==> src/rtl/palette_pkg.sv <==
// Shared widths, FIFO entry layout and the channel fade helper for the palette reader.
// The fade helper is only referenced when PALETTE_FADE_EN is defined.
package palette_pkg;

    localparam int PAL_IDX_W  = 5;
    localparam int PAL_DATA_W = 16;
    localparam int RGB_W      = 12;
    localparam int CH_W       = 4;
    localparam int FADE_W     = 4;

    typedef struct packed {
        logic             last;
        logic [RGB_W-1:0] rgb;
    } pix_entry_t;

    // (c * (lvl + 1)) >> 4; the product never exceeds 15*16, so 8 bits suffice.
    function automatic logic [CH_W-1:0] fade_ch(input logic [CH_W-1:0] c,
                                                input logic [FADE_W-1:0] lvl);
        return CH_W'(({4'b0000, c} * ({4'b0000, lvl} + 8'd1)) >> 4);
    endfunction

    function automatic logic [RGB_W-1:0] fade_rgb(input logic [RGB_W-1:0] rgb,
                                                  input logic [FADE_W-1:0] lvl);
        return {fade_ch(rgb[11:8], lvl), fade_ch(rgb[7:4], lvl), fade_ch(rgb[3:0], lvl)};
    endfunction

endpackage

==> src/rtl/palette_rd_fifo.sv <==
// Small register-based FIFO holding looked-up colours; pointers wrap modulo DEPTH,
// so DEPTH need not be a power of two. Push and pop together are legal even when full.
module palette_rd_fifo #(
    parameter int WIDTH = 13,
    parameter int DEPTH = 3
) (
    input  logic                         clk_i,
    input  logic                         rst_i,
    input  logic                         push_i,
    input  logic [WIDTH-1:0]             data_i,
    input  logic                         pop_i,
    output logic [WIDTH-1:0]             data_o,
    output logic [$clog2(DEPTH+1)-1:0]   count_o
);

    localparam int PTR_W = $clog2(DEPTH);
    localparam int CNT_W = $clog2(DEPTH + 1);

    logic [DEPTH-1:0][WIDTH-1:0] mem_q, mem_d;
    logic [PTR_W-1:0]            wr_ptr_q, wr_ptr_d;
    logic [PTR_W-1:0]            rd_ptr_q, rd_ptr_d;
    logic [CNT_W-1:0]            count_q, count_d;
    logic                        do_push, do_pop;

    function automatic logic [PTR_W-1:0] ptr_inc(input logic [PTR_W-1:0] p);
        return (p == PTR_W'(DEPTH - 1)) ? '0 : p + 1'b1;
    endfunction

    always_comb begin
        mem_d    = mem_q;
        wr_ptr_d = wr_ptr_q;
        rd_ptr_d = rd_ptr_q;
        count_d  = count_q;
        do_pop   = pop_i && (count_q != '0);
        // When full, the slot being written is the one being popped this same edge.
        do_push  = push_i && ((count_q != CNT_W'(DEPTH)) || do_pop);
        if (do_push) begin
            mem_d[wr_ptr_q] = data_i;
            wr_ptr_d        = ptr_inc(wr_ptr_q);
        end
        if (do_pop) begin
            rd_ptr_d = ptr_inc(rd_ptr_q);
        end
        case ({do_push, do_pop})
            2'b10:   count_d = count_q + 1'b1;
            2'b01:   count_d = count_q - 1'b1;
            default: count_d = count_q;
        endcase
    end

    always_ff @(posedge clk_i or posedge rst_i) begin
        if (rst_i) begin
            mem_q    <= '0;
            wr_ptr_q <= '0;
            rd_ptr_q <= '0;
            count_q  <= '0;
        end else begin
            mem_q    <= mem_d;
            wr_ptr_q <= wr_ptr_d;
            rd_ptr_q <= rd_ptr_d;
            count_q  <= count_d;
        end
    end

    assign data_o  = mem_q[rd_ptr_q];
    assign count_o = count_q;

endmodule

==> src/rtl/palette_reader.sv <==
// Pixel index -> palette RAM lookup -> colour FIFO, one pixel per clock.
// Optional PALETTE_FADE_EN adds a fade_i port that scales each channel at FIFO write.
module palette_reader
    import palette_pkg::*;
#(
    parameter int DEPTH = 3
) (
    input  logic                  clk_i,
    input  logic                  rst_i,
    input  logic                  pix_valid_i,
    output logic                  pix_ready_o,
    input  logic [PAL_IDX_W-1:0]  pix_idx_i,
    input  logic                  pix_last_i,
    output logic [PAL_IDX_W-1:0]  pal_rd_addr_o,
    output logic                  pal_rd_en_o,
    input  logic [PAL_DATA_W-1:0] pal_rd_data_i,
    output logic                  rgb_valid_o,
    input  logic                  rgb_ready_i,
    output logic [RGB_W-1:0]      rgb_o,
    output logic                  rgb_last_o
`ifdef PALETTE_FADE_EN
   ,input  logic [FADE_W-1:0]     fade_i
`endif
);

    localparam int CNT_W = $clog2(DEPTH + 1);

    logic             inflight_q, inflight_d;
    logic             inflight_last_q, inflight_last_d;
    logic             accept;
    logic [CNT_W-1:0] fifo_count;
    logic [CNT_W:0]   occupancy;
    logic [RGB_W-1:0] colour;
    pix_entry_t       push_entry;
    pix_entry_t       head_entry;
    logic             pop;

    logic [PAL_DATA_W-RGB_W-1:0] unused_pal_hi;
    assign unused_pal_hi = pal_rd_data_i[PAL_DATA_W-1:RGB_W];

    // Count the in-flight read as occupied so its RAM data always has a slot.
    // Ready depends only on flops (and reset), never on rgb_ready_i.
    assign occupancy   = {1'b0, fifo_count} + {{CNT_W{1'b0}}, inflight_q};
    assign pix_ready_o = !rst_i && (occupancy < (CNT_W + 1)'(DEPTH));
    assign accept      = pix_valid_i && pix_ready_o;

    assign pal_rd_addr_o = pix_idx_i;
    assign pal_rd_en_o   = accept;

    always_comb begin
        inflight_d      = accept;
        inflight_last_d = accept && pix_last_i;
    end

    always_ff @(posedge clk_i or posedge rst_i) begin
        if (rst_i) begin
            inflight_q      <= 1'b0;
            inflight_last_q <= 1'b0;
        end else begin
            inflight_q      <= inflight_d;
            inflight_last_q <= inflight_last_d;
        end
    end

`ifdef PALETTE_FADE_EN
    assign colour = fade_rgb(pal_rd_data_i[RGB_W-1:0], fade_i);
`else
    assign colour = pal_rd_data_i[RGB_W-1:0];
`endif

    assign push_entry = '{last: inflight_last_q, rgb: colour};
    assign pop        = rgb_valid_o && rgb_ready_i;

    logic [RGB_W:0] head_raw;

    palette_rd_fifo #(
        .WIDTH (RGB_W + 1),
        .DEPTH (DEPTH)
    ) u_fifo (
        .clk_i   (clk_i),
        .rst_i   (rst_i),
        .push_i  (inflight_q),
        .data_i  (push_entry),
        .pop_i   (pop),
        .data_o  (head_raw),
        .count_o (fifo_count)
    );

    assign head_entry  = head_raw;
    assign rgb_valid_o = (fifo_count != '0);
    assign rgb_o       = rgb_valid_o ? head_entry.rgb  : '0;
    assign rgb_last_o  = rgb_valid_o ? head_entry.last : 1'b0;

endmodule
==> config.mk <==
export PLATFORM = sky130hd
export DESIGN_NAME = palette_reader
export DESIGN_NICKNAME = d
export VERILOG_FILES = /design/src/rtl/palette_pkg.sv /design/src/rtl/palette_rd_fifo.sv /design/src/rtl/palette_reader.sv
export SDC_FILE = /design/constraint.sdc
export NUM_CORES = 1
export LEC_CHECK = 0
export BUFFER_PORTS_ARGS = -buffer_cell sky130_fd_sc_hd__buf_2
export CAP_MARGIN = 20
export CORE_ASPECT_RATIO = 1.2
export CORE_MARGIN = 8
export CORE_UTILIZATION = 49
export DETAILED_ROUTE_END_ITERATION = 6
export GPL_TIMING_DRIVEN = 1
export PLACE_DENSITY = 0.74
export SLEW_MARGIN = 20
export SYNTH_ARGS = -nofsm -noshare
export SYNTH_HDL_FRONTEND = slang
export SYNTH_SLANG_ARGS = --single-unit
==> constraint.sdc <==
create_clock -name clk_i -period 1.5 [get_ports clk_i]
set_input_delay 0 -clock clk_i [delete_from_list [all_inputs] [get_ports clk_i]]
set_output_delay 0 -clock clk_i [all_outputs]
set_load 0.03 [all_outputs]
Word level (Yosys, flattened, before mapping)
Index checks and enable logic that the tools add are counted.
{ "totals": {"rom_bits": 0, "ramBits": 0, "out_inout_bits": 21, "wordCells": 43, "latch_bits": 0, "mem_count": 0, "reg_bits": 47} }
{ "op_classes": {"n_shift": 0, "mul": 0, "bitwise": 0, "reduce_logical": 11, "addsub": 5, "n_lt_le_gt_ge": 4, "div_mod_pow": 0, "n_eq_ne": 5, "muxes": 10} }
{ "ops": {"columns": ["op", "count"], "rows": [
  ["bitwise mux 39 bit", 1],
  ["binary-select mux 13 bit (select 2 bit)", 1],
  ["demux 13 bit (select 2 bit)", 1],
  ["two-way mux 13 bit", 2],
  ["two-way mux 12 bit", 1],
  ["logical AND 1 bit", 7],
  ["adder 2 x 1 -> 2 bit, second input constant", 3],
  ["equality test 2 bit, second input constant", 3],
  ["less-than comparator 2 x 3 -> 1 bit, second input constant", 2],
  ["two-way mux 2 bit", 2],
  ["case mux 2 bit (2 select lines)", 1],
  ["nonzero test 2 bit", 2],
  ["adder 2 x 1 -> 3 bit", 1],
  ["less-than comparator 3 x 2 -> 1 bit, second input constant", 1],
  ["equality test 2 x 1 -> 1 bit, second input constant", 1],
  ["greater-or-equal comparator 2 x 1 -> 1 bit, second input constant", 1],
  ["inequality test 2 bit, second input constant", 1],
  ["subtractor 2 x 1 -> 2 bit, second input constant", 1],
  ["zero test 1 bit", 1],
  ["logical OR 1 bit", 1],
  ["two-way mux 1 bit", 1]
]} }

Longest topological paths before layout
Gate-level depths: netlist of the first run.
{ "logic_depth": {"depth_word": 7, "mapped_depth": 6, "mapped_depth_nobuf": 6} }

By module
From an unflattened synthesis of the first run, not the netlist that was laid out.
{ "hier_totals": {"hier_cells": 182, "area_unflattened_um2": 2357.3} }
{ "by_module_without_submodules": {"columns": ["mod", "instances", "seq_area_each_um2", "area_per_inst_um2", "cells_each"], "rows": [
  ["palette_rd_fifo", 1, 1126.1, 2104.5, 152],
  ["palette_reader", 1, 50.0, 252.7, 30]
]} }

Worst setup path after synthesis of the first run
No wires, ideal clock.
{ "synth_timing": {"path_type": "register to register", "startpoint": "reg u_fifo.count_q[0], in the netlist u_fifo.count_o[0]", "endpoint": "reg inflight_q", "setup_slack_ns": -0.813, "path_stages_with_launch": 5, "n_path_buf": 0, "required_time_ns": 1.369, "synth_period_minus_slack_ns": 2.313, "setup_time_ns": 0.131, "arrival_time_ns": 2.182, "cell_sequence": "dfrtp_1 -> ha_1 -> ha_1 -> a211oi_1 -> and2_1"} }
{ "synth_via": {"elab_chain_len": 4} }
{ "synth_lines": {"columns": ["element", "line", "source"], "rows": [
  ["from (decl)", "palette_rd_fifo.sv:22", "logic [CNT_W-1:0] count_q, count_d;"],
  ["from (signal assigned)", "palette_rd_fifo.sv:61", "count_q <= count_d;"],
  ["adder 2 x 1 -> 3 bit", "palette_reader.sv:43", "assign occupancy = {1'b0, fifo_count} + {{CNT_W{1'b0}}, inflight_q};"],
  ["less-than comparator 3 x 2 -> 1 bit", "palette_reader.sv:44", "assign pix_ready_o = !rst_i && (occupancy < (CNT_W + 1)'(DEPTH));"],
  ["logical AND 1 bit", "palette_reader.sv:44", null],
  ["net pix_ready_o", "palette_reader.sv:11", "output logic pix_ready_o,"],
  ["logical AND 1 bit", "palette_reader.sv:45", "assign accept = pix_valid_i && pix_ready_o;"],
  ["net pal_rd_en_o", "palette_reader.sv:15", "output logic pal_rd_en_o,"],
  ["to (signal assigned)", "palette_reader.sv:60", "inflight_q <= inflight_d;"],
  ["to (decl)", "palette_reader.sv:28", "logic inflight_q, inflight_d;"]
]} }
The timed path passes the listed nets, and every way through them passes these cells.
A chain may end at the register's enable or synchronous reset.

Final worst setup path of the first run
{ "layout_timing": {"startpoint": "reg u_fifo.count_q[0], in the netlist u_fifo.count_o[0]", "endpoint": "reg u_fifo.mem_q[29] (netlist bit)"} }
{ "layout_via": {"elab_chain_len": 5} }
{ "layout_lines": {"columns": ["element", "line", "source"], "rows": [
  ["nonzero test 2 bit", "palette_rd_fifo.sv:34, palette_reader.sv:90", null],
  ["logical AND 1 bit", "palette_reader.sv:72", "assign pop = rgb_valid_o && rgb_ready_i;"],
  ["logical AND 1 bit", "palette_rd_fifo.sv:34", "do_pop = pop_i && (count_q != '0);"],
  ["logical OR 1 bit (*)", "palette_rd_fifo.sv:36", "do_push = push_i && ((count_q != CNT_W'(DEPTH)) || do_pop);"],
  ["logical AND 1 bit (*)", "palette_rd_fifo.sv:36", null],
  ["to (signal assigned)", "palette_rd_fifo.sv:58", "mem_q <= mem_d;"],
  ["to (decl)", "palette_rd_fifo.sv:19", "logic [DEPTH-1:0][WIDTH-1:0] mem_q, mem_d;"]
]} }
Mark *: on every way between the ends. The rest lies on a longest branch, timed or not.

==> summary.txt, run 1 <==
Worst setup EP type: flip-flop
Pins Over Slew Limit: 0
Layout Cells excl Fill: 306
P per Cell Area: 2380 mW/mm²
FF+latch count, synth: 47
Switch share: 0.381
Sequential cell area fraction in the yosys report: 0.518
Routability cong.: 0.761
Failing checks: negative setup slack
Antenna violations before repair: 0
I/O pin total: 47
Post-DP HPWL: 3140 µm
Most common cell in the netlist: dfrtp_1
Yosys top cell by area: dfrtp_1
DRT Pass-1 Iters: 4
Die area: 0.00708 mm²
Reg clk slew, reported paths: 0.08 ns
Grt ovf: 0
Post-synth top cells: dfrtp_1, mux2_2, nand2_1
Final WS setup: -0.146 ns
CP Launch Type: flip-flop
Worst path arrival time: 1.82 ns
Final setup viols: 38
Row cnt: 27
Leak: 0.00141 µW
Fraction of layout cells with a size suffix above 1: 0.605
Die H: 90.6 µm
Clock root cell: clkbuf_8
Part of the power in combinational logic: 0.578
Synth cell types: 30
Synthesized instance count: 182
Initial core utilization: 0.501
Share of the synthesized area in the top cell type: 0.518
Worst Skew: 0.00888 ns
Async SR Flop Fraction: 1.00
P_sw: 2930 µW
Starting DRC count in detailed routing: 45
Worst Path Max Fanout: 13
Max Cap Viol: 0
Yosys warns: 0
P_int: 4750 µW
H-tree depth: 2
Cell area after synthesis: 0.00227 mm²
Core Area: 0.00453 mm²
RSZ-0062 raised after global routing: yes
CTS Buffer Depth: 2
Hold Path Class: in2out
Placement-stage cell area: 0.00264 mm²
Slew at the pin closest to its max-slew limit: 0.562 ns
Final Hold Violating Endpoints: 0
Main area contributors after synthesis: dfrtp_1, mux2_2, mux2i_1
Ys flop type: dfrtp_1
Via count: 1,620
Die width: 78.1 µm
Num CTS Buffers: 5
Post-synth EDFFs: 0
Worst VDD drop: 1.18 mV
Routed wire per std cell: 16.8 µm
Avg Cell Area, Syn: 12.5 µm²
P&R area growth vs syn: 42.4%
Vias in the first global route: 1,693
Status: complete, but fails checks
Vias per std cell: 5.29
Placed Cells: 275
Slew headroom: 0.623
Gr usage total: 0.145
Crit path time final: 1.65 ns
Critical path type: reg2reg
# nets final: 276
CTS tree: yes
DRC viols: 0
Fin area: 0.00323 mm²
Worst EP required: 1.68 ns
Final WL: 5160 µm
ANT nets after route: 0
Syn nets: 211
Antenna Cells: 0
Reg power frac: 0.300
Clock Power Share: 0.122
IO buf count: 32
Clock Latency Late Sink: 0.30 ns
Final Cycle Share: 1.10
Largest net degree at the start of global routing: 25
# clock sinks: 47
Global-route wire length before repair: 8200 µm
Fmax: 0.608 GHz
==> kinds of logic (layout without fill, tap and decap cells) <==
group,after synthesis,in the layout,share of synthesized area
flip-flops,47,47,0.518
adder cells (fa/ha/maj),3,3,0.0165
multiplexers,52,52,0.251
XOR/XNOR,3,3,0.0116
AND/OR/NAND/NOR,42,42,0.105
AO/OA/AOI/OAI,19,19,0.0507
buffers and inverters,16,82,0.0469
==> cells in the final DEF (no fill, tap or decap), drive strengths merged, types with 3 or more instances in the layout <==
cell and n:
mux2i 13, buf 56, dlygate4sd3 15, nor3 3
or2 12, ha 3, dfrtp 47, nand2 16
clkbuf 6, a21oi 12, mux2 39, a21o 3
nor2 4
==> sequential cells by signal (all words and copies together) (netlist names) <==
| register | cells |
|---|---|
| u_fifo.rd_ptr_q | 2 |
| inflight_last_q | 1 |
| u_fifo.count_o | 2 |
| inflight_q | 1 |
| u_fifo.mem_q | 39 |
| u_fifo.wr_ptr_q | 2 |
==> worst max-delay path: stages, from the launching register on <==
cell	delay [ns]
dfrtp_2	0.44
buf_4	0.18
and3b_4	0.20
nor3_4	0.19
buf_12	0.17
mux2_2	0.34
==> metal layers <==
metal  vias up  wire length (µm)  track usage
met4         0                51       0.0464
met5         -                 0            0
met1       814              1980        0.162
met3         7               300       0.0478
met2        51              2830        0.251
li1        748                 -            -
==> per-stage QoR <==
step                setup TNS (ns)  worst slack, ns  total power (µW)   util  hold slack (ns)
finish                       -3.78           -0.146              7680  0.714        0.0000132
CTS                          -3.17           -0.129              7440  0.693         0.000222
global placement                 0           0.0208              5470  0.583         0.000222
floorplan                   -0.273           -0.104              4680      -           0.0430
detailed placement         -0.0244         -0.00998              5560  0.583         0.000222
global route                 -5.67           -0.184              8090  0.714        0.0000533
==> area by class of cell <==
type	instances	area, µm²
Fill cell	308	1290
Multi-Input combinational cell	119	1190
Sequential cell	47	1180
Timing Repair Buffer	71	664
Clock buffer	6	82.6
Tap cell	58	72.6
Clock inverter	2	35.0
Inverter	3	11.3
==> worst paths after layout <==
path / start / endpoint / slack (ns) / cells after the start
worst max register to register: u_fifo.count_o[0] / u_fifo.mem_q[29] / -0.15 / 5
worst min-delay path: pix_idx_i[1] / pal_rd_addr_o[1] / 0.00001 / 0
worst min register to register: u_fifo.mem_q[9] / u_fifo.mem_q[9] / 0.51 / 1
min in group asynchronous: rst_i / u_fifo.count_o[1] / 0.26 / 3
worst max-delay path: u_fifo.count_o[0] / u_fifo.mem_q[29] / -0.15 / 5
max in group asynchronous: rst_i / u_fifo.mem_q[24] / 0.76 / 4
==> power by group through the flow <==
stage / Sequential (µW) / Combinational, µW / Clock, µW
5_1_grt: 2380 / 4680 / 1030
6_report: 2300 / 4440 / 940
3_5_place_dp: 2310 / 3250 / 0
2_1_floorplan: 2200 / 2480 / 0
4_1_cts: 2270 / 4200 / 969
3_3_place_gp: 2280 / 3190 / 0
==> repair_timing <==
| action | CTS | global route |
|---|---|---|
| pin swaps | 11 | 15 |
| gates resized for setup | 62 | 18 |
| gates cloned | 1 | 0 |
| hold endpoints to repair | 51 | 0 |
| hold buffers | 15 | 0 |
| endpoints found under the setup margin | 30 | 55 |
| setup buffers | 5 | 2 |
(Power assumes the default switching activity.)
==> run 2: changes to the inputs <==
- RECOVER_POWER: unset -> 50
==> run 2 against run 1 <==
  * The run still ends with negative setup slack left
  * Clock power barely moved
  * Sequential cell count did not move
  * Combinational power barely moved
  * Global-route usage did not move
  * Power barely moved
  * Utilization fell by 0.36 points
  * Non-clock buffer count did not move
  * Worst setup slack barely moved
==> summary.txt, run 2 (synthesis results as in run 1) <==
Post-DP HPWL: 3140 µm (unchanged)
CP Buf/Inv Count: 2 (unchanged)
# nets final: 276 (unchanged)
ANT nets after route: 0 (unchanged)
Num CTS Buffers: 5 (unchanged)
Reg clk slew, reported paths: 0.08 ns (about the same)
Worst setup EP type: flip-flop (unchanged)
Final Cycle Share: 1.10 (about the same)
Top sig layer: met4 (unchanged)
Final setup viols: 38 (unchanged)
Pins Over Slew Limit: 0 (unchanged)
Via count: 1,623 (was 1,620)
Vias per std cell: 5.30 (was 5.29)
Register area: 0.00118 mm² (unchanged)
CTS Buffer Depth: 2 (unchanged)
Initial core utilization: 0.501 (unchanged)
Row cnt: 27 (unchanged)
Status: complete, but fails checks (unchanged)
Final Hold Violating Endpoints: 0 (unchanged)
Metal2 WL: 2830 µm (about the same)
RSZ-0062 raised after global routing: yes (unchanged)
Fraction of layout cells with a size suffix above 1: 0.601 (was 0.605)
Grt ovf: 0 (unchanged)
Largest net degree at the start of global routing: 25 (unchanged)
DRC viols: 0 (unchanged)
DRT Pass-1 Iters: 5 (was 4)
CTS tree: yes (unchanged)
Routability cong.: 0.761 (unchanged)
Commonest cells after routing, fill and taps aside: dfrtp_1, mux2_2, buf_6 (unchanged)
Leak: 0.00140 µW (was 0.00141 µW)
Crit path time final: 1.65 ns (about the same)
Pwr Total: 7680 µW (about the same)
Clock Latency Late Sink: 0.30 ns (about the same)
CP Cell Sequence: buf_4, and3b_4, nor3_4, buf_12, mux2_2 (unchanged)
Global-route wire length before repair: 8200 µm (unchanged)
Flop2flop setup slack: -0.15 ns (about the same)
Number of flip-flops in the largest register: 39 (unchanged)
Core Area: 0.00453 mm² (unchanged)
Worst path arrival time: 1.82 ns (about the same)
H-tree depth: 2 (unchanged)
Failing checks: negative setup slack (unchanged)
Worst Path Max Fanout: 13 (unchanged)
Hold Path Class: in2out (unchanged)
Hold_ws: 0.0000132 ns (unchanged)
Setup TNS Final: -3.78 ns (about the same)
Antenna Cells: 0 (unchanged)
P per Cell Area: 2390 mW/mm² (was 2380 mW/mm²)
Fillers: 308 (unchanged)
Met3 WL: 296 µm (was 300 µm)
Commonest non-fill, non-tap cell in the layout: dfrtp_1 (unchanged)
Slowest CP cell: dfrtp_2 (unchanged)
Routed wire per std cell: 16.9 µm (was 16.8 µm)
M1 WL: 2000 µm (was 1980 µm)
# clock sinks: 47 (unchanged)
Fmax: 0.608 GHz (about the same)
Slew at the pin closest to its max-slew limit: 0.600 ns (was 0.562 ns)
Crit-path max cell delay: 0.44 ns (about the same)
Area of the multi-input gates: 0.00119 mm² (unchanged)
Worst VDD drop: 1.18 mV (about the same)
I/O pin total: 47 (unchanged)
Worst slack, placed: -0.00998 ns (unchanged)
Top reg by flops: u_fifo.mem_q (unchanged)
Starting DRC count in detailed routing: 44 (was 45)
CP Launch Type: flip-flop (unchanged)
Critical path type: reg2reg (unchanged)
Die width: 78.1 µm (unchanged)
Final WS setup: -0.145 ns (was -0.146 ns)
Slew headroom: 0.600 (was 0.623)
Worst Skew: 0.00884 ns (was 0.00888 ns)
Gr usage total: 0.145 (unchanged)
Die H: 90.6 µm (unchanged)
Die area: 0.00708 mm² (unchanged)
Clock root cell: clkbuf_8 (unchanged)
Antenna violations before repair: 0 (unchanged)
P&R area growth vs syn: 41.7% (was 42.4%)
Max Cap Viol: 0 (unchanged)
IO buf count: 32 (unchanged)
Worst EP required: 1.68 ns (about the same)
Final WL: 5170 µm (was 5160 µm)
Crit path max-delay family: flip-flops (unchanged)
Vias in the first global route: 1,693 (unchanged)
## run 2: cell count changes in the layout (fill, tap and decap cells not counted), sizes merged
cell    delta
buf        -2
clkbuf     +2
## run 2: worst register-to-register path, stage by stage (launching register included)
cell	delay (ns)
dfrtp_2	0.44
buf_4	0.18
and3b_4	0.20
nor3_4	0.19
buf_12	0.17
mux2_2	0.35
## run 2: final timing paths
| check | start | to | depth (start not counted) |
|---|---|---|---|
| worst max-delay path | u_fifo.count_o[0] | u_fifo.mem_q[29] | 5 |
| worst min-delay path | pix_idx_i[1] | pal_rd_addr_o[1] | 0 |
| worst max register to register | u_fifo.count_o[0] | u_fifo.mem_q[29] | 5 |
| worst min register to register | u_fifo.mem_q[9] | u_fifo.mem_q[9] | 1 |
| max in group asynchronous | rst_i | u_fifo.rd_ptr_q[0] | 4 |
| min in group asynchronous | rst_i | u_fifo.count_o[1] | 3 |
## run 2: through the flow
step	std cells	area (µm²)	utilization
final	306	3220	0.710
after global routing	306	3220	0.710
after CTS	304	3140	0.693
after detailed placement	275	2640	0.583
after global placement	275	2640	0.583
after floorplan	182	2330	-
## run 2: layout make-up
class,count,area share
clock buffer,6,0.0257
tap,58,0.0226
inverter,3,0.00350
sequential,47,0.367
clock inverter,2,0.0109
multi-input combinational,119,0.369
timing repair buffer,71,0.202
## run 2: timing repair
| action | in CTS | in global routing |
|---|---|---|
| resized for setup | 62 | 18 |
| hold buffers | 15 | 0 |
| setup endpoints to repair | 30 | 55 |
| buffers inserted | 5 | 2 |
| pin swaps | 11 | 15 |
| cloned | 1 | 0 |
| hold endpoints to repair | 51 | 0 |
## run 2: report_power, final
part	total (µW)	switching, µW	internal, µW
registers	2300	412	1890
logic	4440	2120	2320
clock network	941	402	539
## run 2: layer usage
metal	global-route usage	vias to the layer above
met4	0.0464	0
met2	0.251	52
met1	0.162	816
met5	0	-
met3	0.0478	7
li1	-	748
==> run 3: changes to the inputs <==
- REMOVE_ABC_BUFFERS: unset -> 1
==> run 3 against run 2 <==
  * The run still ends with negative setup slack left
  * Clock skew shrank 0.00052 ns
  * Combinational power up 2%
  * Sequential power hardly changed
  * Largest power group unchanged
  * Worst setup slack improved by 0.0064 ns
  * Critical path type is now reg2out
==> summary.txt, run 3 (synthesis results as in run 1) <==
Crit path time final: 1.64 ns (was 1.65 ns)
Crit-path max cell delay: 0.39 ns (was 0.44 ns)
Grt ovf: 0 (unchanged)
Via count: 1,581 (was 1,623)
DRC viols: 0 (unchanged)
Worst path arrival time: 1.64 ns (was 1.82 ns)
Slew headroom: 0.318 (was 0.600)
Slowest CP cell: dfrtp_1 (was dfrtp_2)
Final WS setup: -0.139 ns (was -0.145 ns)
Gr usage total: 0.142 (was 0.145)
Hold Path Class: in2out (unchanged)
Fmax: 0.610 GHz (was 0.608 GHz)
Core Area: 0.00453 mm² (unchanged)
Slew at the pin closest to its max-slew limit: 1.02 ns (was 0.600 ns)
Worst VDD drop: 1.62 mV (was 1.18 mV)
Starting DRC count in detailed routing: 107 (was 44)
Routed wire per std cell: 16.9 µm (about the same)
Worst Path Max Fanout: 2 (was 13)
Critical path type: reg2out (was reg2reg)
Vias per std cell: 5.15 (was 5.30)
Register area: 0.00118 mm² (about the same)
Fin area: 0.00323 mm² (was 0.00322 mm²)
Pwr Total: 7750 µW (was 7680 µW)
Layout Cells excl Fill: 307 (was 306)
Fraction of layout cells with a size suffix above 1: 0.582 (was 0.601)
Routability cong.: 0.692 (was 0.761)
Antenna Cells: 0 (unchanged)
Final WL: 5200 µm (was 5170 µm)
Status: complete, but fails checks (unchanged)
Reg clk slew, reported paths: 0.08 ns (about the same)
# nets final: 277 (was 276)
Placed Cells: 278 (was 275)
ANT nets after route: 0 (unchanged)
Top reg by flops: u_fifo.mem_q (unchanged)
Commonest non-fill, non-tap cell in the layout: dfrtp_1 (unchanged)
Number of flip-flops in the largest register: 39 (unchanged)
CTS Buffer Depth: 2 (unchanged)
Antenna violations before repair: 0 (unchanged)
CP Cell Sequence: ha_2, ha_4, a211oi_4, and2_4, buf_6 (was buf_4, and3b_4, nor3_4, buf_12, mux2_2)
Row cnt: 27 (unchanged)
Initial core utilization: 0.501 (unchanged)
Placement-stage cell area: 0.00255 mm² (was 0.00264 mm²)
Clock root cell: clkbuf_8 (unchanged)
Clock Power Share: 0.123 (was 0.122)
Setup TNS Final: -1.00 ns (was -3.78 ns)
CTS tree: yes (unchanged)
P_int: 4860 µW (was 4750 µW)
Vias in the first global route: 1,709 (was 1,693)
Reg power frac: 0.296 (was 0.300)
Post-DP HPWL: 3170 µm (was 3140 µm)
Commonest cells after routing, fill and taps aside: dfrtp_1, buf_6, mux2_2 (was dfrtp_1, mux2_2, buf_6)
Largest net degree at the start of global routing: 48 (was 25)
Global-route wire length before repair: 8140 µm (was 8200 µm)
P&R area growth vs syn: 42.2% (was 41.7%)
Failing checks: negative setup slack (unchanged)
Die area: 0.00708 mm² (unchanged)
Hold_ws: 0.000222 ns (was 0.0000132 ns)
Worst EP required: 1.50 ns (was 1.68 ns)
DRT Pass-1 Iters: 4 (was 5)
IO buf count: 32 (unchanged)
RSZ-0062 raised after global routing: yes (unchanged)
P per Cell Area: 2400 mW/mm² (was 2390 mW/mm²)
Pins Over Slew Limit: 0 (unchanged)
Switch share: 0.373 (was 0.382)
Final setup viols: 33 (was 38)
Part of the power in combinational logic: 0.581 (was 0.578)
Worst Skew: 0.00833 ns (was 0.00884 ns)
# clock sinks: 47 (unchanged)
Die H: 90.6 µm (unchanged)
Num CTS Buffers: 5 (unchanged)
P_sw: 2890 µW (was 2930 µW)
CP Launch Type: flip-flop (unchanged)
I/O pin total: 47 (unchanged)
Final Hold Violating Endpoints: 0 (unchanged)
Fillers: 307 (was 308)
Leak: 0.00145 µW (was 0.00140 µW)
H-tree depth: 2 (unchanged)
Clock Latency Late Sink: 0.29 ns (was 0.30 ns)
Area of the multi-input gates: 0.00120 mm² (was 0.00119 mm²)
Final Cycle Share: 1.09 (was 1.10)
Max Cap Viol: 0 (unchanged)
Worst setup EP type: output port (was flip-flop)
Die width: 78.1 µm (unchanged)
Crit path max-delay family: adder cells (was flip-flops)
CP Buf/Inv Count: 1 (was 2)
[run 3: timing repair]
action / CTS / global route
resized for setup: 68 / 39
hold endpoints to repair: 85 / 0
pin swaps: 6 / 12
hold buffers: 15 / 0
gates cloned: 1 / 0
setup endpoints to repair: 40 / 43
setup buffers: 5 / 0
[run 3: power by group through the flow]
stage | sequential (µW) | clock [µW] | combinational (µW)
final | 2300 | 952 | 4510
after global routing | 2360 | 1010 | 4780
after CTS | 2260 | 969 | 3980
after detailed placement | 2260 | 0 | 3110
after global placement | 2220 | 0 | 3060
after floorplan | 2250 | 0 | 2150
[run 3: stage by stage]
stage | util | setup slack [ns]
CTS | 0.683 | -0.118
floorplan | - | -0.813
detailed placement | 0.563 | -0.0691
finish | 0.713 | -0.139
global placement | 0.563 | -0.0236
global route | 0.713 | -0.178
[run 3: final cells by class]
class | count | share of cell area
multi-input combinational | 119 | 0.373
sequential | 47 | 0.365
timing repair buffer | 72 | 0.199
clock buffer | 6 | 0.0256
tap | 58 | 0.0225
clock inverter | 2 | 0.0109
inverter | 3 | 0.00349
[run 3: worst paths after layout]
| path | end | startpoint | slack (ns) | cells after the start |
|---|---|---|---|---|
| max in group asynchronous | u_fifo.count_o[1] | rst_i | 0.18 | 4 |
| max | pal_rd_en_o | inflight_q | -0.14 | 5 |
| min | pal_rd_addr_o[0] | pix_idx_i[0] | 0.0002 | 0 |
| min reg2reg | u_fifo.mem_q[7] | u_fifo.mem_q[7] | 0.51 | 1 |
| min in group asynchronous | inflight_last_q | rst_i | 0.61 | 4 |
| max reg2reg | u_fifo.count_o[1] | u_fifo.count_o[0] | -0.05 | 8 |
[run 3: routing by layer]
layer	global-route usage	wire length (µm)	up-vias
li1	-	-	759
met1	0.162	2150	781
met2	0.249	2770	35
met3	0.0339	227	6
met4	0.0449	48	0
met5	0	0	-
